<file path="config.mk">
export PLATFORM = sky130hd
export DESIGN_NAME = exec_arbiter_flat
export DESIGN_NICKNAME = d
export VERILOG_FILES = /design/src/rtl/exec_arbiter_pkg.sv /design/src/rtl/exec_arbiter_if.sv /design/src/rtl/exec_arbiter_pick.sv /design/src/rtl/exec_arbiter.sv /design/src/flat_wrapper.sv
export SDC_FILE = /design/constraint.sdc
export NUM_CORES = 1
export LEC_CHECK = 0
export BUFFER_PORTS_ARGS = -buffer_cell sky130_fd_sc_hd__buf_2
export CORE_UTILIZATION = 30
export DETAILED_ROUTE_END_ITERATION = 7
export HOLD_SLACK_MARGIN = 0.15
export PLACE_DENSITY = 0.61
export SKIP_CTS_REPAIR_TIMING = 1
export SLEW_MARGIN = 0
export SYNTH_ARGS = -nofsm -noshare
export SYNTH_HDL_FRONTEND = slang
export SYNTH_SLANG_ARGS = --single-unit
</file>
<file path="constraint.sdc">
create_clock -name clk -period 1.9 [get_ports clk]
set_input_delay 0.285 -clock clk [delete_from_list [all_inputs] [get_ports clk]]
set_output_delay 0.285 -clock clk [all_outputs]
set_load 0.05 [all_outputs]
</file>
<file path="src/rtl/exec_arbiter_pkg.sv">
// exec_arbiter_pkg
// Shared definitions for the exec arbiter slice: default widths, the
// opcode encodings understood by the downstream `exec` ALU, and the
// arbiter state encoding.
package exec_arbiter_pkg;

  localparam int DEF_NREQ     = 2;
  localparam int DEF_WIDTH    = 32;
  localparam int DEF_OPW      = 6;
  localparam int DEF_EXEC_LAT = 1;

  // Opcodes of the `exec` op port.
  localparam logic [5:0] OP_ADD = 6'h00;
  localparam logic [5:0] OP_SUB = 6'h01;
  localparam logic [5:0] OP_AND = 6'h02;
  localparam logic [5:0] OP_XOR = 6'h03;

  typedef enum logic [1:0] {
    ST_IDLE = 2'b00,
    ST_EXEC = 2'b01,
    ST_RESP = 2'b10
  } arb_state_e;

endpackage

</file>
<file path="src/rtl/exec_arbiter_if.sv">
// exec_arbiter_if
// Request/response channels between the requesters and the arbiter.
//   req_valid  requester -> arbiter  one bit per requester
//   req_ready  arbiter -> requester  one-hot or zero
//   req_op     requester -> arbiter  opcodes, requester i at [i*OPW +: OPW]
//   req_in1/2  requester -> arbiter  operands, packed like req_op
//   rsp_valid  arbiter -> requester  one-hot or zero
//   rsp_ready  requester -> arbiter  result taken
//   rsp_data   arbiter -> requester  shared result bus
// master: requester side; slave: arbiter side.
interface exec_arbiter_if
  import exec_arbiter_pkg::*;
#(
  parameter int NREQ  = DEF_NREQ,
  parameter int WIDTH = DEF_WIDTH,
  parameter int OPW   = DEF_OPW
);
  logic [NREQ-1:0]       req_valid;
  logic [NREQ-1:0]       req_ready;
  logic [NREQ*OPW-1:0]   req_op;
  logic [NREQ*WIDTH-1:0] req_in1;
  logic [NREQ*WIDTH-1:0] req_in2;
  logic [NREQ-1:0]       rsp_valid;
  logic [NREQ-1:0]       rsp_ready;
  logic [WIDTH-1:0]      rsp_data;

  modport master (
    output req_valid, req_op, req_in1, req_in2, rsp_ready,
    input  req_ready, rsp_valid, rsp_data
  );

  modport slave (
    input  req_valid, req_op, req_in1, req_in2, rsp_ready,
    output req_ready, rsp_valid, rsp_data
  );
endinterface

</file>
<file path="src/rtl/exec_arbiter_pick.sv">
// exec_arb_pick
// Combinational grant selection.
//   valid_i  in   NREQ   pending requests
//   ptr_i    in   IDXW   last granted index (round-robin mode only)
//   rr_en_i  in   1      1: search from ptr_i+1 with wrap; 0: lowest index wins
//   grant_o  out  NREQ   one-hot grant, zero when nothing is valid
//   idx_o    out  IDXW   encoded grant index
module exec_arb_pick
  import exec_arbiter_pkg::*;
#(
  parameter int NREQ = DEF_NREQ,
  parameter int IDXW = $clog2(NREQ)
) (
  input  logic [NREQ-1:0] valid_i,
  input  logic [IDXW-1:0] ptr_i,
  input  logic            rr_en_i,
  output logic [NREQ-1:0] grant_o,
  output logic [IDXW-1:0] idx_o
);

  int              j;
  logic            found;
  logic [NREQ-1:0] vs;

  always_comb begin
    grant_o = '0;
    idx_o   = '0;
    found   = 1'b0;
    j       = 0;
    vs      = '0;
    for (int i = 0; i < NREQ; i++) begin
      if (rr_en_i) j = (int'(ptr_i) + 1 + i) % NREQ;
      else         j = i;
      vs = valid_i >> j;
      if (!found && vs[0]) begin
        found   = 1'b1;
        grant_o = NREQ'(1) << j;
        idx_o   = IDXW'(j);
      end
    end
  end

endmodule

</file>
<file path="src/rtl/exec_arbiter.sv">
// exec_arbiter
// Shares one `exec` ALU between NREQ requesters: accepts one operation,
// drives `exec` from registered operands, waits EXEC_LAT+1 cycles, captures
// the result and returns it to the granted requester.
//   clk, rst_n   clock, asynchronous active-low reset
//   bus          exec_arbiter_if.slave request/response channels
//   exec_op_o    op to `exec`
//   exec_in1_o   in1 to `exec`
//   exec_in2_o   in2 to `exec`
//   exec_out_i   result from `exec`
//   busy_o       high whenever not idle
// Build option: EXEC_ARB_RR_EN selects round-robin grant; undefined gives
// fixed lowest-index priority with no pointer register.
//
// state | meaning
// IDLE  | waiting for a request, grant given combinationally
// EXEC  | operands on exec_*, counting EXEC_LAT+1 cycles
// RESP  | result held on rsp_data until the granted requester takes it
module exec_arbiter
  import exec_arbiter_pkg::*;
#(
  parameter int NREQ     = DEF_NREQ,
  parameter int WIDTH    = DEF_WIDTH,
  parameter int OPW      = DEF_OPW,
  parameter int EXEC_LAT = DEF_EXEC_LAT
) (
  input  logic             clk,
  input  logic             rst_n,
  exec_arbiter_if.slave    bus,
  output logic [OPW-1:0]   exec_op_o,
  output logic [WIDTH-1:0] exec_in1_o,
  output logic [WIDTH-1:0] exec_in2_o,
  input  logic [WIDTH-1:0] exec_out_i,
  output logic             busy_o
);

  localparam int IDXW = $clog2(NREQ);
  localparam int CNTW = $clog2(EXEC_LAT + 1);

  arb_state_e         state_q, state_d;
  logic [CNTW-1:0]    cnt_q, cnt_d;
  logic [OPW-1:0]     op_q, op_d;
  logic [WIDTH-1:0]   in1_q, in1_d, in2_q, in2_d, res_q, res_d;
  logic [IDXW-1:0]    gnt_q, gnt_d;
  logic [IDXW-1:0]    ptr_q;
  logic [NREQ-1:0]    pick_grant;
  logic [IDXW-1:0]    pick_idx;
  logic [NREQ-1:0]    req_ready_c, rsp_valid_c, rsp_sel;
  logic [NREQ*OPW-1:0]   op_sh;
  logic [NREQ*WIDTH-1:0] in1_sh, in2_sh;

`ifdef EXEC_ARB_RR_EN
  localparam logic RR_EN = 1'b1;
  logic [IDXW-1:0] ptr_d;

  // Pointer moves only when a request is actually accepted.
  always_comb begin
    ptr_d = ptr_q;
    if (state_q == ST_IDLE && (|bus.req_valid)) ptr_d = pick_idx;
  end

  always_ff @(posedge clk or negedge rst_n) begin
    if (!rst_n) ptr_q <= IDXW'(NREQ - 1);
    else        ptr_q <= ptr_d;
  end
`else
  localparam logic RR_EN = 1'b0;
  assign ptr_q = IDXW'(NREQ - 1);
`endif

  exec_arb_pick #(.NREQ(NREQ), .IDXW(IDXW)) u_pick (
    .valid_i (bus.req_valid),
    .ptr_i   (ptr_q),
    .rr_en_i (RR_EN),
    .grant_o (pick_grant),
    .idx_o   (pick_idx)
  );

  // Select the granted requester's fields by shifting its slot to bit 0.
  assign op_sh   = bus.req_op  >> (int'(pick_idx) * OPW);
  assign in1_sh  = bus.req_in1 >> (int'(pick_idx) * WIDTH);
  assign in2_sh  = bus.req_in2 >> (int'(pick_idx) * WIDTH);
  assign rsp_sel = bus.rsp_ready >> gnt_q;

  always_comb begin
    state_d     = state_q;
    cnt_d       = cnt_q;
    op_d        = op_q;
    in1_d       = in1_q;
    in2_d       = in2_q;
    res_d       = res_q;
    gnt_d       = gnt_q;
    req_ready_c = '0;
    rsp_valid_c = '0;
    case (state_q)
      ST_IDLE: begin
        if (|bus.req_valid) begin
          req_ready_c = pick_grant;
          op_d        = op_sh[OPW-1:0];
          in1_d       = in1_sh[WIDTH-1:0];
          in2_d       = in2_sh[WIDTH-1:0];
          gnt_d       = pick_idx;
          cnt_d       = '0;
          state_d     = ST_EXEC;
        end
      end
      ST_EXEC: begin
        cnt_d = cnt_q + 1'b1;
        if (cnt_q == CNTW'(EXEC_LAT)) begin
          res_d   = exec_out_i;
          state_d = ST_RESP;
        end
      end
      ST_RESP: begin
        rsp_valid_c = NREQ'(1) << gnt_q;
        if (rsp_sel[0]) state_d = ST_IDLE;
      end
      default: state_d = ST_IDLE;
    endcase
  end

  always_ff @(posedge clk or negedge rst_n) begin
    if (!rst_n) begin
      state_q <= ST_IDLE;
      cnt_q   <= '0;
      op_q    <= '0;
      in1_q   <= '0;
      in2_q   <= '0;
      res_q   <= '0;
      gnt_q   <= '0;
    end else begin
      state_q <= state_d;
      cnt_q   <= cnt_d;
      op_q    <= op_d;
      in1_q   <= in1_d;
      in2_q   <= in2_d;
      res_q   <= res_d;
      gnt_q   <= gnt_d;
    end
  end

  // Grant is combinational from req_valid, so mask it while reset is held.
  assign bus.req_ready = rst_n ? req_ready_c : '0;
  assign bus.rsp_valid = rsp_valid_c;
  assign bus.rsp_data  = res_q;
  assign exec_op_o     = op_q;
  assign exec_in1_o    = in1_q;
  assign exec_in2_o    = in2_q;
  assign busy_o        = (state_q != ST_IDLE);

endmodule

</file>
<file path="src/flat_wrapper.sv">
// flat-port wrapper written by rule: the top's interface ports become plain ports
module exec_arbiter_flat import exec_arbiter_pkg::*;
#(
  parameter int NREQ     = DEF_NREQ,
  parameter int WIDTH    = DEF_WIDTH,
  parameter int OPW      = DEF_OPW,
  parameter int EXEC_LAT = DEF_EXEC_LAT
)
  (clk, rst_n, exec_op_o, exec_in1_o, exec_in2_o, exec_out_i, busy_o, bus_req_valid, bus_req_op, bus_req_in1, bus_req_in2, bus_rsp_ready, bus_req_ready, bus_rsp_valid, bus_rsp_data);
  exec_arbiter_if #(.NREQ(NREQ), .WIDTH(WIDTH), .OPW(OPW)) bus_i ();
  input  logic clk;
  input  logic rst_n;
  output logic [OPW-1:0] exec_op_o;
  output logic [WIDTH-1:0] exec_in1_o;
  output logic [WIDTH-1:0] exec_in2_o;
  input  logic [WIDTH-1:0] exec_out_i;
  output logic busy_o;
  input wire logic [$bits(bus_i.req_valid)-1:0] bus_req_valid;
  input wire logic [$bits(bus_i.req_op)-1:0] bus_req_op;
  input wire logic [$bits(bus_i.req_in1)-1:0] bus_req_in1;
  input wire logic [$bits(bus_i.req_in2)-1:0] bus_req_in2;
  input wire logic [$bits(bus_i.rsp_ready)-1:0] bus_rsp_ready;
  output wire logic [$bits(bus_i.req_ready)-1:0] bus_req_ready;
  output wire logic [$bits(bus_i.rsp_valid)-1:0] bus_rsp_valid;
  output wire logic [$bits(bus_i.rsp_data)-1:0] bus_rsp_data;
  assign bus_i.req_valid = bus_req_valid;
  assign bus_i.req_op = bus_req_op;
  assign bus_i.req_in1 = bus_req_in1;
  assign bus_i.req_in2 = bus_req_in2;
  assign bus_i.rsp_ready = bus_rsp_ready;
  assign bus_req_ready = bus_i.req_ready;
  assign bus_rsp_valid = bus_i.rsp_valid;
  assign bus_rsp_data = bus_i.rsp_data;
  exec_arbiter #(.NREQ(NREQ), .WIDTH(WIDTH), .OPW(OPW), .EXEC_LAT(EXEC_LAT)) u_core (.clk(clk), .rst_n(rst_n), .bus(bus_i), .exec_op_o(exec_op_o), .exec_in1_o(exec_in1_o), .exec_in2_o(exec_in2_o), .exec_out_i(exec_out_i), .busy_o(busy_o));
endmodule
</file>
After elaboration in Yosys (flattened, before gate mapping) --
Index checks and enable logic that the tools add are counted. Widths: inputs -> output; s select.
Word-level totals: register bits after elaboration 106, input bits 178
Cells by class: equal/unequal tests 5, shifts and indexed selects 5, reductions and logical operators 10, add/subtract/negate cells 1, multipliers 1, multiplexer cells 14
Operator list (count):
- $shr 64x6->32 | 2
- $shr 12x32->6 | 1
- $mux 2 | 8
- $ne 2x1->1 const B | 3
- $pmux 2 s3 | 1
- $reduce_and 2->1 | 3
- $mux 1 | 4
- $reduce_bool 2->1 | 2
- $mul 1x2->3 const B | 1
- $reduce_and 3->1 | 1
- $eq 2x1->1 const B | 1
- $eq 2x2->1 const B | 1
- $logic_not 2->1 | 1
- $pmux 1 s2 | 1
- $reduce_or 2->1 | 1
- $shl 1x1->2 const A | 1
- $shr 2x1->1 | 1
- $add 1x1->1 const B | 1
- $logic_and 1x1->1 | 1
- $logic_not 1->1 | 1

Longest topological paths before layout --
Gate-level depths: netlist (run 1).
depth after elaboration 7, mapped depth 5, mapped depth without buffers 3

Hierarchy --
From an unflattened synthesis (run 1), not the netlist that was laid out.
Second synthesis, totals: cell total of the unflattened synthesis 320, area, all modules 4885.9 µm²
Modules (own cells, without submodules):
- exec_arbiter | instances 1, area an instance 4848.4 µm², cells each 315
- exec_arb_pick | instances 1, area an instance 37.5 µm², cells each 5

Worst setup path before layout (run 1) --
No wires, ideal clock.
kind flip-flop to flip-flop, start reg u_core.state_q[1], end reg u_core.in1_q[0] (netlist: u_core.exec_in1_o[0]), setup time 125 ps, required time 1775 ps, arrival time 1374 ps, slack 400 ps, stages on the path, launching flop included 6, cells stage by stage dfrtp_1 nor2_1 o21a_1 buf_6 buf_6 mux2_4
Between the ends: cells in the longest elaborated chain, start to end 2
RTL lines:
- from (decl) | line exec_arbiter.sv:40 | arb_state_e state_q, state_d;
- from (signal assigned) | line exec_arbiter.sv:132 | state_q <= state_d;
- $logic_not 2->1 | line exec_arbiter.sv:95 | case (state_q)
- $reduce_and 2->1 (no line)
- to (signal assigned) | line exec_arbiter.sv:135 | in1_q <= in1_d;
- to (decl) | line exec_arbiter.sv:43 | logic [WIDTH-1:0] in1_q, in1_d, in2_q, in2_d, res_q, res_d;
Every way passes these cells. A chain may end at the register's enable or synchronous reset.

Final worst setup path (run 1) --
start reg u_core.state_q[1], end out bus_req_ready[0]
Between the ends: cells in the longest elaborated chain, start to end 3
RTL lines:
- $logic_not 2->1 | line exec_arbiter.sv:95
- $mux 2 | line exec_arbiter.sv:95
- $mux 2 | line exec_arbiter.sv:143 | assign bus.req_ready = rst_n ? req_ready_c : '0;
- to (decl) | line flat_wrapper.sv:23 | output wire logic [$bits(bus_i.req_ready)-1:0] bus_req_ready;
Every way passes these cells.

==> impl_metrics.env, run 1 <==
export IMPL_worst_setup_path_start_kind="flop"
export IMPL_synth_fp_nets=495
export IMPL_final_common_cell="buf_2"
export IMPL_final_util=0.425
export IMPL_clkLatencyLatePin_ps=350
export IMPL_required_ps=1620
export IMPL_wl_per_cell_um=14.8
export IMPL_fillers=1637
export IMPL_wl_um=12400
export IMPL_ir_drop_v=0.000976
export IMPL_drcViolationCount=0
export IMPL_fin_crit_sh=0.952
export IMPL_max_cap_viol_count=0
export IMPL_grt_max_degree=61
export IMPL_die_w_um=137
export IMPL_hp_class="in2reg"
export IMPL_avgSynthCellArea_um2=17.2
export IMPL_critPathKind="reg2out"
export IMPL_yosys_warnings=0
export IMPL_cts_num_sinks=106
export IMPL_synth_top_cell_by_area="dfrtp_1"
export IMPL_dr_pass1_iters=4
export IMPL_drive_above_1_share=0.798
export IMPL_h_tree_depth=3
export IMPL_drtAntennaViolNets=0
export IMPL_synth_area_leaders="dfrtp_1 (49%), mux2_4 (38%), mux2_2 (7.2%)"
export IMPL_clockBufferDepth=2
export IMPL_grt_pass1_vias=3799
export IMPL_crit_arrival_ps=1520
export IMPL_final_setup_skew_ps=4.01
export IMPL_area_delta_synth_final_pct=37.0
export IMPL_core_mm2=0.0175
export IMPL_antenna_cells=0
export IMPL_dp_hpwl_um=9640
export IMPL_routabilityCongestion=0.739
export IMPL_mostFrequentLayoutCells="buf_2 (282), mux2_4 (138), dfrtp_1 (106)"
export IMPL_nNetsFinal=787
export IMPL_pin_count=285
export IMPL_synth_cells=317
export IMPL_grt_pass1_wl_um=19100
export IMPL_p_per_area_mw_per_mm2=1990
export IMPL_status="finished, final reports clean"
export IMPL_yosysSeqAreaShare=0.487
export IMPL_finalHoldViolations=0
export IMPL_reg2reg_from="u_core.state_q[1]"
export IMPL_cts_buffers_inserted=9
export IMPL_grt_usage=0.134
export IMPL_die_height_um=137
export IMPL_cp_max_fo=5
export IMPL_drtIter0Drc=99
export IMPL_clkTransAtPathRegs_ps=70
export IMPL_num_vias=3651
export IMPL_slew_violations=0
export IMPL_holdCritStartpoint="exec_out_i[18]"
export IMPL_rsz0062_at_grt="no"
export IMPL_synth_area_mm2=0.00544
export IMPL_die_area_mm2=0.0187
export IMPL_grt_antenna_before_repair=0
export IMPL_setup_viol=0
export IMPL_cts_tree="built"
export IMPL_ys_ff_latch=106
export IMPL_whs_ps=171
export IMPL_synth_edf_count=0
export IMPL_yosysUniqueCellTypes=17
export IMPL_synthFlopType="dfrtp_1"
export IMPL_port_buffers=284
export IMPL_power_static_leakage_uw=0.00387
export IMPL_cts_root_buf="clkbuf_16"
export IMPL_p_total_uw=14800
export IMPL_synth_top_area_frac=0.487
export IMPL_cp_startpoint="u_core.state_q[1]"
export IMPL_grt_overflow_total=0
export IMPL_vias_per_cell=4.35
export IMPL_max_slew_margin=0.501
export IMPL_synthArstFlopShare=1.00
export IMPL_rows=48
export IMPL_clock_fmax_ghz=0.553
export IMPL_crit_path_end_kind="output port"
export IMPL_initial_utilization=0.310
export IMPL_worst_slew_pin_slew_ps=749
export IMPL_final_min_clock_period_ps=1810
export IMPL_setup_tns_ps=0
## area by class of cell
cell class	count	area [um^2]	area share
Inverter	2	7.51	0.00101
Multi-Input combinational cell	190	2570	0.345
Clock buffer	10	229	0.0307
Timing Repair Buffer	300	1610	0.216
Sequential cell	106	2650	0.356
Clock inverter	6	98.8	0.0133
Tap cell	225	282	0.0378
## kinds of logic after synthesis
logic type	count (synthesis)	synth area share
AOI/OAI and AO/OA	5	0.00506
buffers and inverters	21	0.0421
DFF	106	0.487
muxes	173	0.453
and+or+nand+nor	12	0.0126
## final timing paths
check | to | slack (ps) | depth (start not counted)
max in group asynchronous | u_core.exec_in2_o[8] | 660 | 3
min in group asynchronous | u_core.cnt_q | 310 | 2
hold reg to reg | u_core.bus.rsp_data[23] | 500 | 1
setup reg to reg | u_core.exec_op_o[5] | 280 | 4
setup / recovery | bus_req_ready[0] | 90 | 4
hold / removal | u_core.bus.rsp_data[18] | 170 | 2
## per-layer routing
metal  global-route usage  routed length (um)
met1                0.153                4980
met2                0.234                6280
met3               0.0396                 941
met4               0.0506                 195
met5                    0                   0
## stage by stage
step / worst slack [ps] / cell area, um^2 / std cells
CTS: 34.4 / 7440 / 838
global placement: 221 / 7120 / 822
finish: 90.3 / 7460 / 839
detailed placement: 184 / 7120 / 822
global route: 5.44 / 7460 / 839
floorplan: 400 / 5440 / 317
## cells in the mapped netlist (2+ instances only)
master and number:
mux2_4 138, dfrtp_1 106, mux2_2 35, buf_6 9
buf_8 7, buf_2 3, nand2b_1 3, nor2_1 3
a21oi_1 2, and3_1 2, inv_1 2, o21ai_0 2
## power breakdown
group / switching (uW) / total [uW] / leakage, uW / internal [uW]
registers: 642 / 4070 / 0.00124 / 3430
logic: 5680 / 8710 / 0.00247 / 3020
clock network: 865 / 2040 / 0.000157 / 1180
## registers in the layout (all words and copies together) (netlist names)
signal / count
u_core.bus.rsp_data: 32
u_core.cnt_q: 1
u_core.exec_in1_o: 32
u_core.exec_in2_o: 32
u_core.exec_op_o: 6
u_core.gnt_q: 1
u_core.state_q: 2
## worst max-delay path: stages, from the launching register on
cell	delay (ps)
dfrtp_1	400
nor2_1	180
buf_4	160
and3_1	200
clkbuf_4	240
(Power assumes the default switching activity.)
==> run 2, diff against run 1 <==
CTS_BUF_LIST = sky130_fd_sc_hd__clkbuf_16   (was unset)
==> run 2 against run 1 <==
Effect of this change: routed wire length about the same; core utilization unchanged; sequential share of layout area unchanged; combinational power about the same; power about the same; final cell count unchanged; setup slack about the same; worst hold slack about the same; flip-flop and latch count unchanged; die area unchanged; largest cell class unchanged; largest power group unchanged.
==> impl_metrics.env, run 2 (same netlist as run 1, synthesis figures left out) <==
export IMPL_grt_pass1_vias=3799
export IMPL_slowest_stage="dfrtp_1"
export IMPL_path_delay_family="flip-flops"
export IMPL_port_buffers=284
export IMPL_max_cap_viol_count=0
export IMPL_setup_tns_ps=0
export IMPL_initial_utilization=0.310
export IMPL_routabilityCongestion=0.739
export IMPL_place_area_mm2=0.00712
export IMPL_setup_viol=0
export IMPL_ir_drop_v=0.000976
export IMPL_dp_slack_ps=184
export IMPL_antenna_cells=0
export IMPL_worst_setup_path_start_kind="flop"
export IMPL_cts_buffers_inserted=9
export IMPL_drcViolationCount=0
export IMPL_final_min_clock_period_ps=1810
export IMPL_p_total_uw=14800
export IMPL_crit_buf_inv=2
export IMPL_area_delta_synth_final_pct=37.0
export IMPL_max_stage_delay_ps=400
export IMPL_slew_violations=0
export IMPL_cts_root_buf="clkbuf_16"
export IMPL_clkLatencyLatePin_ps=350
export IMPL_power_static_leakage_uw=0.00387
export IMPL_worst_slew_pin_slew_ps=749
export IMPL_num_vias=3650
export IMPL_grt_usage=0.134
export IMPL_dr_pass1_iters=4
export IMPL_clkTransAtPathRegs_ps=70
export IMPL_nNetsFinal=787
export IMPL_rows=48
export IMPL_dp_hpwl_um=9640
export IMPL_cts_num_sinks=106
export IMPL_grt_overflow_total=0
export IMPL_cts_tree="built"
export IMPL_drive_above_1_share=0.798
export IMPL_wl_per_cell_um=14.8
export IMPL_critPathKind="reg2out"
export IMPL_clockBufferDepth=2
export IMPL_drtAntennaViolNets=0
export IMPL_pin_count=285
export IMPL_h_tree_depth=3
export IMPL_drtIter0Drc=99
export IMPL_grt_antenna_before_repair=0
export IMPL_rsz0062_at_grt="no"
export IMPL_status="finished, final reports clean"
export IMPL_die_w_um=137
export IMPL_clock_fmax_ghz=0.552
export IMPL_die_height_um=137
export IMPL_core_mm2=0.0175
export IMPL_wl_um=12400
export IMPL_whs_ps=171
export IMPL_fin_crit_sh=0.953
export IMPL_die_area_mm2=0.0187
export IMPL_p_per_area_mw_per_mm2=1990
export IMPL_crit_path_end_kind="output port"
export IMPL_fin_area_mm2=0.00746
export IMPL_max_slew_margin=0.501
export IMPL_cp_max_fo=5
export IMPL_hp_class="in2reg"
export IMPL_grt_max_degree=61
export IMPL_final_common_cell="buf_2"
export IMPL_mostFrequentLayoutCells="buf_2 (282), mux2_4 (138), dfrtp_1 (106)"
export IMPL_crit_arrival_ps=1530
export IMPL_grt_pass1_wl_um=19100
export IMPL_finalHoldViolations=0
export IMPL_layout_setup_ws_ps=89.9
export IMPL_final_setup_skew_ps=4.00
export IMPL_vias_per_cell=4.35
export IMPL_crit_chain="nor2_1, buf_4, and3_1, clkbuf_4"
export IMPL_required_ps=1620
[run 2: changes by cell type in the layout (fill, tap and decap cells not counted)]
cell	change
clkbuf_1	-1
inv_1	+1
[run 2: routing by layer]
layer  vias up  global-route usage  share of wire
met5         -                   0              0
met4         0              0.0506          0.016
met3        13              0.0396          0.076
met2       177               0.234           0.51
met1      1745               0.153           0.40
li1       1715                   -              -
[run 2: final timing paths]
| path | from | to | slack [ps] | cells after the start |
|---|---|---|---|---|
| hold reg to reg | u_core.bus.rsp_data[23] | u_core.bus.rsp_data[23] | 500 | 1 |
| setup reg to reg | u_core.state_q[1] | u_core.exec_op_o[5] | 280 | 4 |
| setup / recovery | u_core.state_q[1] | bus_req_ready[0] | 90 | 4 |
| hold / removal | exec_out_i[18] | u_core.bus.rsp_data[18] | 170 | 2 |
| max in group asynchronous | rst_n | u_core.exec_in2_o[8] | 660 | 3 |
| min in group asynchronous | rst_n | u_core.cnt_q | 310 | 2 |
[run 2: final cells by class]
cell class / count / area [um^2]
clock inverters: 7 / 103
clock buffers: 9 / 225
flip-flops and latches: 106 / 2650
multi-input cells: 190 / 2570
inverters: 2 / 7.51
well taps: 225 / 282
fillers: 1637 / 10100
repair buffers: 300 / 1610
[run 2: worst reg2reg max path, cell delays in order, from the launching register on]
cell and delay (ps):
dfrtp_1 400, nor2_1 180, o21a_4 270, buf_12 280, mux2_2 380
[run 2: per-stage QoR]
step,instances,util
4_1_cts,838,0.424
3_3_place_gp,822,0.406
6_report,839,0.425
5_1_grt,839,0.425
3_5_place_dp,822,0.406
2_1_floorplan,317,-
[run 2: report_power, final]
part	internal [uW]	switching [uW]
Combinational	3020	5680
Clock	1170	866
Sequential	3430	642
